$ cat src/rtl/mux8_way16_pkg.sv
// Shared constants for the 8-way word multiplexer: default data width and
// the named select codes used by instantiating blocks and benches.
package mux8_way16_pkg;

    localparam int unsigned WIDTH_DEFAULT = 16;

    // Select codes; A is index 0, H is index 7. All eight codes are valid.
    typedef enum logic [2:0] {
        SEL_A = 3'd0,
        SEL_B = 3'd1,
        SEL_C = 3'd2,
        SEL_D = 3'd3,
        SEL_E = 3'd4,
        SEL_F = 3'd5,
        SEL_G = 3'd6,
        SEL_H = 3'd7
    } sel_e;

endpackage

$ cat src/rtl/mux8_way16_if.sv
// Bus bundle for the 8-way multiplexer: select code, eight data words and
// the registered result.
interface mux8_way16_if #(
    parameter int unsigned WIDTH = mux8_way16_pkg::WIDTH_DEFAULT
);
    logic [2:0]       S;
    logic [WIDTH-1:0] A;
    logic [WIDTH-1:0] B;
    logic [WIDTH-1:0] C;
    logic [WIDTH-1:0] D;
    logic [WIDTH-1:0] E;
    logic [WIDTH-1:0] F;
    logic [WIDTH-1:0] G;
    logic [WIDTH-1:0] H;
    logic [WIDTH-1:0] Y;

    // Source of select and data, consumer of the result.
    modport master (
        output S, A, B, C, D, E, F, G, H,
        input  Y
    );

    // The multiplexer itself.
    modport slave (
        input  S, A, B, C, D, E, F, G, H,
        output Y
    );
endinterface

$ cat src/rtl/mux8_way16_mux2.sv
// Combinational WIDTH-bit 2:1 multiplexer; S=0 selects A, S=1 selects B.
module mux2_way16 #(
    parameter int unsigned WIDTH = mux8_way16_pkg::WIDTH_DEFAULT
) (
    output logic [WIDTH-1:0] Y,
    input  logic             S,
    input  logic [WIDTH-1:0] A,
    input  logic [WIDTH-1:0] B
);

    assign Y = S ? B : A;

endmodule

$ cat src/rtl/mux8_way16.sv
// Registered 8-way WIDTH-bit multiplexer. A binary tree of 2:1 muxes forms
// the selected word (S[0] at the leaves, S[2] at the root); the result is
// captured into Y on each rising edge, cleared by synchronous active-low reset.
module mux8_way16
    import mux8_way16_pkg::*;
#(
    parameter int unsigned WIDTH = WIDTH_DEFAULT
) (
    input  logic         clk,
    input  logic         rst_n,
    mux8_way16_if.slave  bus
);

    logic [WIDTH-1:0] ab;
    logic [WIDTH-1:0] cd;
    logic [WIDTH-1:0] ef;
    logic [WIDTH-1:0] gh;
    logic [WIDTH-1:0] abcd;
    logic [WIDTH-1:0] efgh;
    logic [WIDTH-1:0] sel;
    logic [WIDTH-1:0] y_d;
    logic [WIDTH-1:0] y_q;

    // First level: S[0] picks within each adjacent pair.
    mux2_way16 #(.WIDTH(WIDTH)) u_ab (.Y(ab), .S(bus.S[0]), .A(bus.A), .B(bus.B));
    mux2_way16 #(.WIDTH(WIDTH)) u_cd (.Y(cd), .S(bus.S[0]), .A(bus.C), .B(bus.D));
    mux2_way16 #(.WIDTH(WIDTH)) u_ef (.Y(ef), .S(bus.S[0]), .A(bus.E), .B(bus.F));
    mux2_way16 #(.WIDTH(WIDTH)) u_gh (.Y(gh), .S(bus.S[0]), .A(bus.G), .B(bus.H));

    // Second level: S[1] picks between pair results.
    mux2_way16 #(.WIDTH(WIDTH)) u_abcd (.Y(abcd), .S(bus.S[1]), .A(ab), .B(cd));
    mux2_way16 #(.WIDTH(WIDTH)) u_efgh (.Y(efgh), .S(bus.S[1]), .A(ef), .B(gh));

    // Root: S[2] makes the final choice.
    mux2_way16 #(.WIDTH(WIDTH)) u_root (.Y(sel), .S(bus.S[2]), .A(abcd), .B(efgh));

    // Next-state value of the output register is the tree result.
    always_comb begin
        y_d = sel;
    end

    // Output register; reset takes priority over the selected data.
    always_ff @(posedge clk) begin
        if (!rst_n) begin
            y_q <= '0;
        end else begin
            y_q <= y_d;
        end
    end

    assign bus.Y = y_q;

endmodule

$ cat src/flat_wrapper.sv
// flat-port wrapper written by rule: the top's interface ports become plain ports
module mux8_way16_flat import mux8_way16_pkg::*;
#(
    parameter int unsigned WIDTH = WIDTH_DEFAULT
)
  (clk, rst_n, bus_S, bus_A, bus_B, bus_C, bus_D, bus_E, bus_F, bus_G, bus_H, bus_Y);
  mux8_way16_if #(.WIDTH(WIDTH)) bus_i ();
  input  logic clk;
  input  logic rst_n;
  input wire logic [$bits(bus_i.S)-1:0] bus_S;
  input wire logic [$bits(bus_i.A)-1:0] bus_A;
  input wire logic [$bits(bus_i.B)-1:0] bus_B;
  input wire logic [$bits(bus_i.C)-1:0] bus_C;
  input wire logic [$bits(bus_i.D)-1:0] bus_D;
  input wire logic [$bits(bus_i.E)-1:0] bus_E;
  input wire logic [$bits(bus_i.F)-1:0] bus_F;
  input wire logic [$bits(bus_i.G)-1:0] bus_G;
  input wire logic [$bits(bus_i.H)-1:0] bus_H;
  output wire logic [$bits(bus_i.Y)-1:0] bus_Y;
  assign bus_i.S = bus_S;
  assign bus_i.A = bus_A;
  assign bus_i.B = bus_B;
  assign bus_i.C = bus_C;
  assign bus_i.D = bus_D;
  assign bus_i.E = bus_E;
  assign bus_i.F = bus_F;
  assign bus_i.G = bus_G;
  assign bus_i.H = bus_H;
  assign bus_Y = bus_i.Y;
  mux8_way16 #(.WIDTH(WIDTH)) u_core (.clk(clk), .rst_n(rst_n), .bus(bus_i));
endmodule
$ cat config.mk
export PLATFORM = sky130hd
export DESIGN_NAME = mux8_way16_flat
export DESIGN_NICKNAME = d
export VERILOG_FILES = /design/src/rtl/mux8_way16_pkg.sv /design/src/rtl/mux8_way16_if.sv /design/src/rtl/mux8_way16_mux2.sv /design/src/rtl/mux8_way16.sv /design/src/flat_wrapper.sv
export SDC_FILE = /design/constraint.sdc
export NUM_CORES = 1
export LEC_CHECK = 0
export CAP_MARGIN = 20
export CORE_MARGIN = 3
export CORE_UTILIZATION = 40
export CTS_BUF_LIST = sky130_fd_sc_hd__clkbuf_8
export CTS_CLUSTER_DIAMETER = 100
export DETAILED_ROUTE_END_ITERATION = 6
export GPL_TIMING_DRIVEN = 0
export PLACE_DENSITY_LB_ADDON = 0.3
export REMOVE_ABC_BUFFERS = 1
export SYNTH_ARGS = -nofsm -noshare
export SYNTH_HDL_FRONTEND = slang
export SYNTH_HIERARCHICAL = 1
export SYNTH_SLANG_ARGS = --single-unit
export TNS_END_PERCENT = 20
$ cat constraint.sdc
create_clock -name clk -period 4.63 [get_ports clk]
set_input_delay 0.926 -clock clk [delete_from_list [all_inputs] [get_ports clk]]
set_output_delay 0.926 -clock clk [all_outputs]
set_load 0.01 [all_outputs]
Word-level counts from Yosys, hierarchy flattened
Cells that the tools add are included.

Register bits after elaboration: 16. Input port bits: 133. Output and inout port bits: 16. Word-level logic and storage cells: 8.

Multiplexer cells: 7.

Operator list (number): two-way mux 16 bit (7).

Depth between registers and ports, before layout
Gate-level depths: netlist of the first run.

Word-level depth: 3. Gate-level depth with buffers: 6. Gate-level depth less buffers: 4.

Modules after synthesis
Netlist of the first run, hierarchy kept.

Modules (own cells, without submodules): mux2_way16 (times used 7, cells each 18, area each 249.0 µm², seq. area each 0.0 µm²); mux8_way16 (times used 1, cells each 33, area each 446.7 µm², seq. area each 320.3 µm²).

Least setup slack after synthesis of the first run
Ideal clock, no wire load.

Kind: input to register. From: in bus_S[0]. To: reg u_core.y_q[4], in the netlist u_core/bus.Y[4]. Library setup time: 116 ps. Arrival time: 2154 ps. Required time: 4514 ps. Path slack: 2360 ps. Cell stages on the path: 6. Buffers on the path: 2. Cell sequence: buf_6 buf_12 mux2_4 mux2_4 mux2_4 and2_2.

Word-level cells in the longest chain between the ends: 3. Elaborated cells between the ends (all ways): 7. Classes of those cells: 7 x mux.

RTL lines: start, declared (line flat_wrapper.sv:10) `input wire logic [$bits(bus_i.S)-1:0] bus_S;`; two-way mux 16 bit (line mux8_way16_mux2.sv:11) `assign Y = S ? B : A;`; named net u_core.ab[4] (line mux8_way16.sv:14) `logic [WIDTH-1:0] ab;`; two-way mux 16 bit (line mux8_way16_mux2.sv:11); named net u_core.abcd[4] (line mux8_way16.sv:18) `logic [WIDTH-1:0] abcd;`; two-way mux 16 bit (line mux8_way16_mux2.sv:11); named net u_core.sel[4] (line mux8_way16.sv:20) `logic [WIDTH-1:0] sel;`; end signal, assigned (line mux8_way16.sv:47) `y_q <= y_d;`; end, declared (line mux8_way16.sv:22) `logic [WIDTH-1:0] y_q;`.

The timed path passes the listed nets, and every way through them passes these cells. A chain may end at the register's enable or synchronous reset.

Final worst setup path of the first run
From: in bus_S[0]. To: reg u_core.y_q[13], in the netlist u_core/bus.Y[13].

Word-level cells in the longest chain between the ends: 3. Elaborated cells between the ends (all ways): 7. Classes of those cells: 7 x mux.

RTL lines: two-way mux 16 bit (line mux8_way16_mux2.sv:11); named net u_core.ef[13] (line mux8_way16.sv:16) `logic [WIDTH-1:0] ef;`; two-way mux 16 bit (line mux8_way16_mux2.sv:11); named net u_core.efgh[13] (line mux8_way16.sv:19) `logic [WIDTH-1:0] efgh;`; two-way mux 16 bit (line mux8_way16_mux2.sv:11); named net u_core.sel[13] (line mux8_way16.sv:20).

The timed path passes the listed nets, and every way through them passes these cells.

==> impl_metrics.csv, run 1 <==
group,metric,value,unit
global_route,grt_use_total,15.3,%
yosys,syn_inst,159,
route,detail_route.drc_violations,0,
sta,timing_worst_slew_pin_value,0.966,ns
finish,final_nets,430,
route,wl_met2,2.47,mm
placed_design,numPlacedInstances,362,
cts,clkSinkCount,16,
finish,final_cells,366,
finish,area_growth_syn_to_layout,63.3,%
yosys,largest_family_of_logic_cells_by_synthesized_area,"multiplexers",
die,chipHeight,80.0,um
sta,hold_slack,1.64,ns
yosys,synth_simple_gate_area_share,5.26,%
yosys,adder_and_majority_cell_fraction_of_the_synthesized_area,0,%
setup_path,startpoint_type,"input port",
cts,cts_tree,"built",
route,dr_wl_cell,14.0,um
die,design.core.area,0.00520,mm2
placed_design,dpl.hpwl,4.16,mm
die,die-width,80.0,um
sta,finalCriticalPeriod,2.65,ns
status,run_status,"finished, final reports clean",
yosys,yosys_register_bits,16,
cts,cts-buffers-inserted,3,
yosys,synth_most_common_cell,"sky130_fd_sc_hd__mux2_4",
setup_path,timing.critical_path.arrival,2.79,ns
route,dr.pass1.iters,3,
sta,report.final.slew_viol_count,0,
die,io_pins,149,
route,met3_length,786,um
power_and_ir_drop,share_seq_of_total_power,26.1,%
cts,h-tree-depth,1,
power_and_ir_drop,p_int,464,uW
finish,n_antenna_cell,0,
yosys,seq_area_frac_synth,14.6,%
cts,cts-root-buf,"sky130_fd_sc_hd__clkbuf_8",
yosys,number_of_enable_type_register_cells_in_the_synthesized_netlist,0,
route,routed_via_count,1704,
placed_design,finalWeightedCongestion,0.683,
die,floorplan.initialDensity,42.1,%
route,drt_first_iter_violations,16,
yosys,ys.warnings.count,6,
yosys,post_synthesis_instance_area,0.00219,mm2
sta,final-setup-viol-count,0,
setup_path,setup.worst_path.class,"in -> reg",
yosys,area_share_of_the_leading_cell_type_in_the_synthesized_netlist,48.0,%
die,die-area,0.00640,mm2
hold_path,min-delay-path-class,"in -> reg",
power_and_ir_drop,sw_share,21.3,%
sta,final_cycle_utilization_of_the_critical_path,57.1,%
yosys,synth-compound-area-share,0,%
sta,setup_tns,0,ns
power_and_ir_drop,pwr-share-comb,53.0,%
cts,gates_resized_cts_repair,0,
power_and_ir_drop,peakVddDrop,0.0861,mV
yosys,synth_ff_type,"sky130_fd_sc_hd__dfxtp_1",
global_route,vias_in_the_first_global_route,1755,
finish,utilization,68.7,%
route,finalWirelength,5.11,mm
sta,relSlewSlack,35.6,%
route,vias_per_cell,4.66,
die,fp-row-count,26,
sta,setup_repair_after_global_routing_missed_its_margin,"false",
power_and_ir_drop,fin_total_pwr,590,uW
finish,final_layout_size_suffix_gt1_share,43.9,%
yosys,postSynthAreaPerCell,13.8,um2
power_and_ir_drop,clock_power_share,20.9,%
cts,post_cts.repair.setup_buffers,0,
yosys,most_instantiated_cells_after_synthesis,"70 x sky130_fd_sc_hd__mux2_4, 42 x sky130_fd_sc_hd__mux2_2, 16 x sky130_fd_sc_hd__dfxtp_1",
cts,worst_path_clk_slew,0.06,ns
yosys,synth_xor_xnor_area_share,0,%
power_and_ir_drop,switching_power,126,uW
yosys,async_flop_share,0,%
setup_path,crit_required,4.77,ns
cts,max_root_sink_buffers,2,
finish,max_ffs_per_register,16,
cts,cts_hold_buf,0,
global_route,antenna_found_initial,0,
yosys,synth.largest_area_cell,"sky130_fd_sc_hd__mux2_4",
setup_path,cp_max_fo,64,
global_route,grt_start_max_net_pins,65,
power_and_ir_drop,pwr_density_cell,165,mW/mm2
sta,finalHoldViolCount,0,
setup_path,crit_path_end_kind,"flip-flop",
placed_design,port_buffers,148,
global_route,grt.overflow.total,0,
route,final_antenna_net_count,0,
route,met1_wirelength,1.83,mm
yosys,synth.top_cells.by_area,"sky130_fd_sc_hd__mux2_4 48%, sky130_fd_sc_hd__mux2_2 22%, sky130_fd_sc_hd__dfxtp_1 15%, sky130_fd_sc_hd__buf_12 6.4%, sky130_fd_sc_hd__and2_2 4.1%",
yosys,netlist-cell-type-count,7,
sta,timing.fmax,0.378,GHz
job,max_cap_violations,0,
yosys,post_synth_mux_area_share,69.6,%
route,routed.top_layer,"met4",
global_route,grt_pass1_wl,7.66,mm
power_and_ir_drop,cellLeakagePower,0.00153,uW
-- routing by layer --
layer / vias to the layer above / global-route usage (%)
li1: 847 / -
met1: 740 / 15.1
met2: 113 / 28.8
met3: 4 / 7.34
met4: 0 / 3.04
met5: - / 0
-- layout make-up --
class / count / area (um2)
sequential: 16 / 320
tap: 70 / 87.6
multi-input combinational: 128 / 1640
timing repair buffer: 148 / 1470
fill: 415 / 1630
clock buffer: 4 / 55.1
-- stage by stage --
step / cell area, um2 / setup slack [ns]
after CTS: 3580 / 1.97
after detailed placement: 3520 / 1.69
after floorplan: 1960 / 2.62
after global placement: 3530 / -0.452
after global routing: 3580 / 1.89
final: 3580 / 1.98
-- path summary, 6_finish.rpt --
check                start                          end  slack (ns)  depth (start not counted)
setup / recovery  bus_S[0]  u_core/bus.Y[13]$_SDFF_PN0_        1.98                          5
hold / removal    bus_E[9]   u_core/bus.Y[9]$_SDFF_PN0_        1.64                          5
-- cells in the final DEF, fill, tap and decap left out --
cell type                         instances
sky130_fd_sc_hd__mux2_4                  70
sky130_fd_sc_hd__clkbuf_8                 4
sky130_fd_sc_hd__dfxtp_1                 16
sky130_fd_sc_hd__and2_2                  12
sky130_fd_sc_hd__and2_1                   4
sky130_fd_sc_hd__buf_2                    1
sky130_fd_sc_hd__clkdlybuf4s50_1        146
sky130_fd_sc_hd__mux2_2                  42
sky130_fd_sc_hd__buf_4                    1
-- logic make-up (layout without fill, tap and decap cells) --
group | after synthesis | after routing
simple gates | 16 | 16
buf+inv | 15 | 152
mux | 112 | 112
flops | 16 | 16
-- power groups by stage --
| stage | clock network (uW) | logic (uW) | registers, uW |
|---|---|---|---|
| after floorplan | 0 | 137 | 164 |
| after global placement | 0 | 323 | 156 |
| after detailed placement | 0 | 317 | 157 |
| after CTS | 131 | 317 | 154 |
| after global routing | 135 | 334 | 155 |
| final | 123 | 313 | 154 |
-- critical path, cell delays in order --
cell and delay, ns:
sky130_fd_sc_hd__buf_4 0.72, sky130_fd_sc_hd__mux2_2 0.42, sky130_fd_sc_hd__mux2_2 0.25, sky130_fd_sc_hd__mux2_2 0.26, sky130_fd_sc_hd__and2_2 0.18
(Power assumes the default switching activity.)
==> inputs of run 2 (changes only) <==
CORE_UTILIZATION = 33   (was 40)
clock period = 2.3 ns   (was 4.63 ns; I/O delays follow)
==> impl_metrics.csv, run 2 (synthesis gave the netlist of run 1 again) <==
group,metric,value,unit
sta,final_cycle_utilization_of_the_critical_path,90.5,%
setup_path,setup.worst_path.class,"in -> reg",
hold_path,min-delay-path-class,"in -> reg",
power_and_ir_drop,sw_share,21.5,%
sta,timing_worst_slew_pin_value,0.993,ns
global_route,antenna_found_initial,0,
sta,finalHoldViolCount,0,
global_route,grt_use_total,12.6,%
setup_path,cp_max_fo,34,
sta,finalCriticalPeriod,2.08,ns
route,dr.pass1.iters,2,
finish,final_common_cell,"sky130_fd_sc_hd__clkdlybuf4s50_1",
job,max_cap_violations,0,
die,fp-row-count,29,
die,floorplan.initialDensity,34.3,%
finish,max_ffs_per_register,16,
power_and_ir_drop,pwr-share-comb,55.1,%
cts,gates_resized_cts_repair,0,
power_and_ir_drop,switching_power,247,uW
setup_path,startpoint_type,"input port",
setup_path,crit_path_cell_trace,"buf_4 > buf_12 > mux2_4 > mux2_4 > mux2_4 > and2_2",
setup_path,crit_required,2.44,ns
sta,timing.fmax,0.481,GHz
finish,fill_cells,574,
setup_path,crit_path_top_delay_cell,"sky130_fd_sc_hd__buf_4",
finish,final_layout_size_suffix_gt1_share,43.9,%
sta,finalWorstSetupSlack,0.219,ns
finish,final_cell_mix,"146 x sky130_fd_sc_hd__clkdlybuf4s50_1, 70 x sky130_fd_sc_hd__mux2_4, 42 x sky130_fd_sc_hd__mux2_2, 16 x sky130_fd_sc_hd__dfxtp_1, 12 x sky130_fd_sc_hd__and2_2",
setup_path,cp_common_cell,"sky130_fd_sc_hd__mux2_4",
sta,setup_tns,0,ns
power_and_ir_drop,pwr_density_cell,319,mW/mm2
placed_design,placed_area,0.00355,mm2
global_route,grt_start_max_net_pins,35,
sta,setup_repair_after_global_routing_missed_its_margin,"false",
cts,clkSinkCount,16,
global_route,grt.overflow.total,0,
global_route,vias_in_the_first_global_route,1693,
sta,relSlewSlack,33.6,%
placed_design,port_buffers,148,
route,drt_first_iter_violations,13,
die,io_pins,149,
setup_path,critPathCapture,"u_core/bus.Y[8]$_SDFF_PN0_",
power_and_ir_drop,cellLeakagePower,0.00153,uW
route,detail_route.drc_violations,0,
sta,report.final.slew_viol_count,0,
placed_design,preCtsSetupSlack,-0.0594,ns
sta,final-setup-viol-count,0,
power_and_ir_drop,peakVddDrop,0.190,mV
finish,post-route-cell-area,0.00359,mm2
status,run_status,"finished, final reports clean",
placed_design,finalWeightedCongestion,0.636,
power_and_ir_drop,fin_total_pwr,1150,uW
placed_design,dpl.hpwl,4.33,mm
die,chipHeight,87.5,um
route,final_antenna_net_count,0,
cts,h-tree-depth,1,
cts,cts-buffers-inserted,3,
cts,cts_tree,"built",
cts,cts_hold_buf,0,
finish,area_growth_syn_to_layout,64.0,%
route,routed_via_count,1707,
setup_path,slowest_delay,0.38,ns
hold_path,hold_path.startpoint,"bus_S[0]",
route,dr_wl_cell,14.0,um
die,die-width,87.5,um
finish,utilization,56.2,%
route,vias_per_cell,4.58,
cts,max_root_sink_buffers,2,
global_route,grt_pass1_wl,7.66,mm
cts,post_cts.repair.setup_buffers,0,
route,finalWirelength,5.22,mm
finish,multiInputGateArea,0.00164,mm2
setup_path,timing.critical_path.arrival,2.22,ns
die,die-area,0.00765,mm2
power_and_ir_drop,clock_power_share,17.9,%
die,design.core.area,0.00639,mm2
finish,n_antenna_cell,0,
finish,final_nets,431,
power_and_ir_drop,p_int,899,uW
finish,final-seq-area,320,um2
power_and_ir_drop,share_seq_of_total_power,27.0,%
setup_path,first_element_of_the_critical_path,"bus_S[0]",
setup_path,crit_path_end_kind,"flip-flop",
cts,cts-root-buf,"sky130_fd_sc_hd__clkbuf_8",
cts,worst_path_clk_slew,0.06,ns
==> run 2: how the worst min path moves through the flow <==
stage / end / slack [ns] / cells past startpoint
detailed placement: bus_Y[14] / 1.21 / 1
finish: u_core/bus.Y[9]$_SDFF_PN0_ / 1.12 / 5
global route: u_core/bus.Y[12]$_SDFF_PN0_ / 1.14 / 5
CTS: u_core/bus.Y[9]$_SDFF_PN0_ / 1.10 / 5
global placement: bus_Y[15] / 1.21 / 1
floorplan: u_core/bus.Y[10]$_SDFF_PN0_ / 0.58 / 1
==> run 2: final cells by class <==
type / count / area share [%]
sequential: 16 / 8.92
clock buffer: 3 / 1.15
multi-input combinational: 128 / 45.6
timing repair buffer: 149 / 41.6
tap: 77 / 2.68
==> run 2: metrics by stage <==
stage          cells  hold slack [ns]
3_5_place_dp     370             1.21
2_1_floorplan    144            0.582
3_3_place_gp     369             1.21
4_1_cts          373             1.10
5_1_grt          373             1.14
6_report         373             1.12
==> run 2: critical path: cells and delay by family <==
kind | cells | cell delay [ns]
buffers and inverters | 2 | 0.69
muxes | 3 | 0.86
and+or+nand+nor | 1 | 0.19
==> run 2: power by group through the flow <==
stage          combinational (uW)  sequential [uW]  clock (uW)
6_report                      632              309         205
3_5_place_dp                  641              316           0
5_1_grt                       676              312         231
2_1_floorplan                 276              330           0
3_3_place_gp                  654              316           0
4_1_cts                       642              310         223
==> run 2: routing by layer <==
layer	global-route usage [%]	vias up	share of wire, %	wire [um]
li1	-	850	-	-
met2	22.3	107	46	2400
met4	2.93	0	0.44	23
met5	0	-	0	0
met1	14.1	748	39	2010
met3	5.01	2	15	781
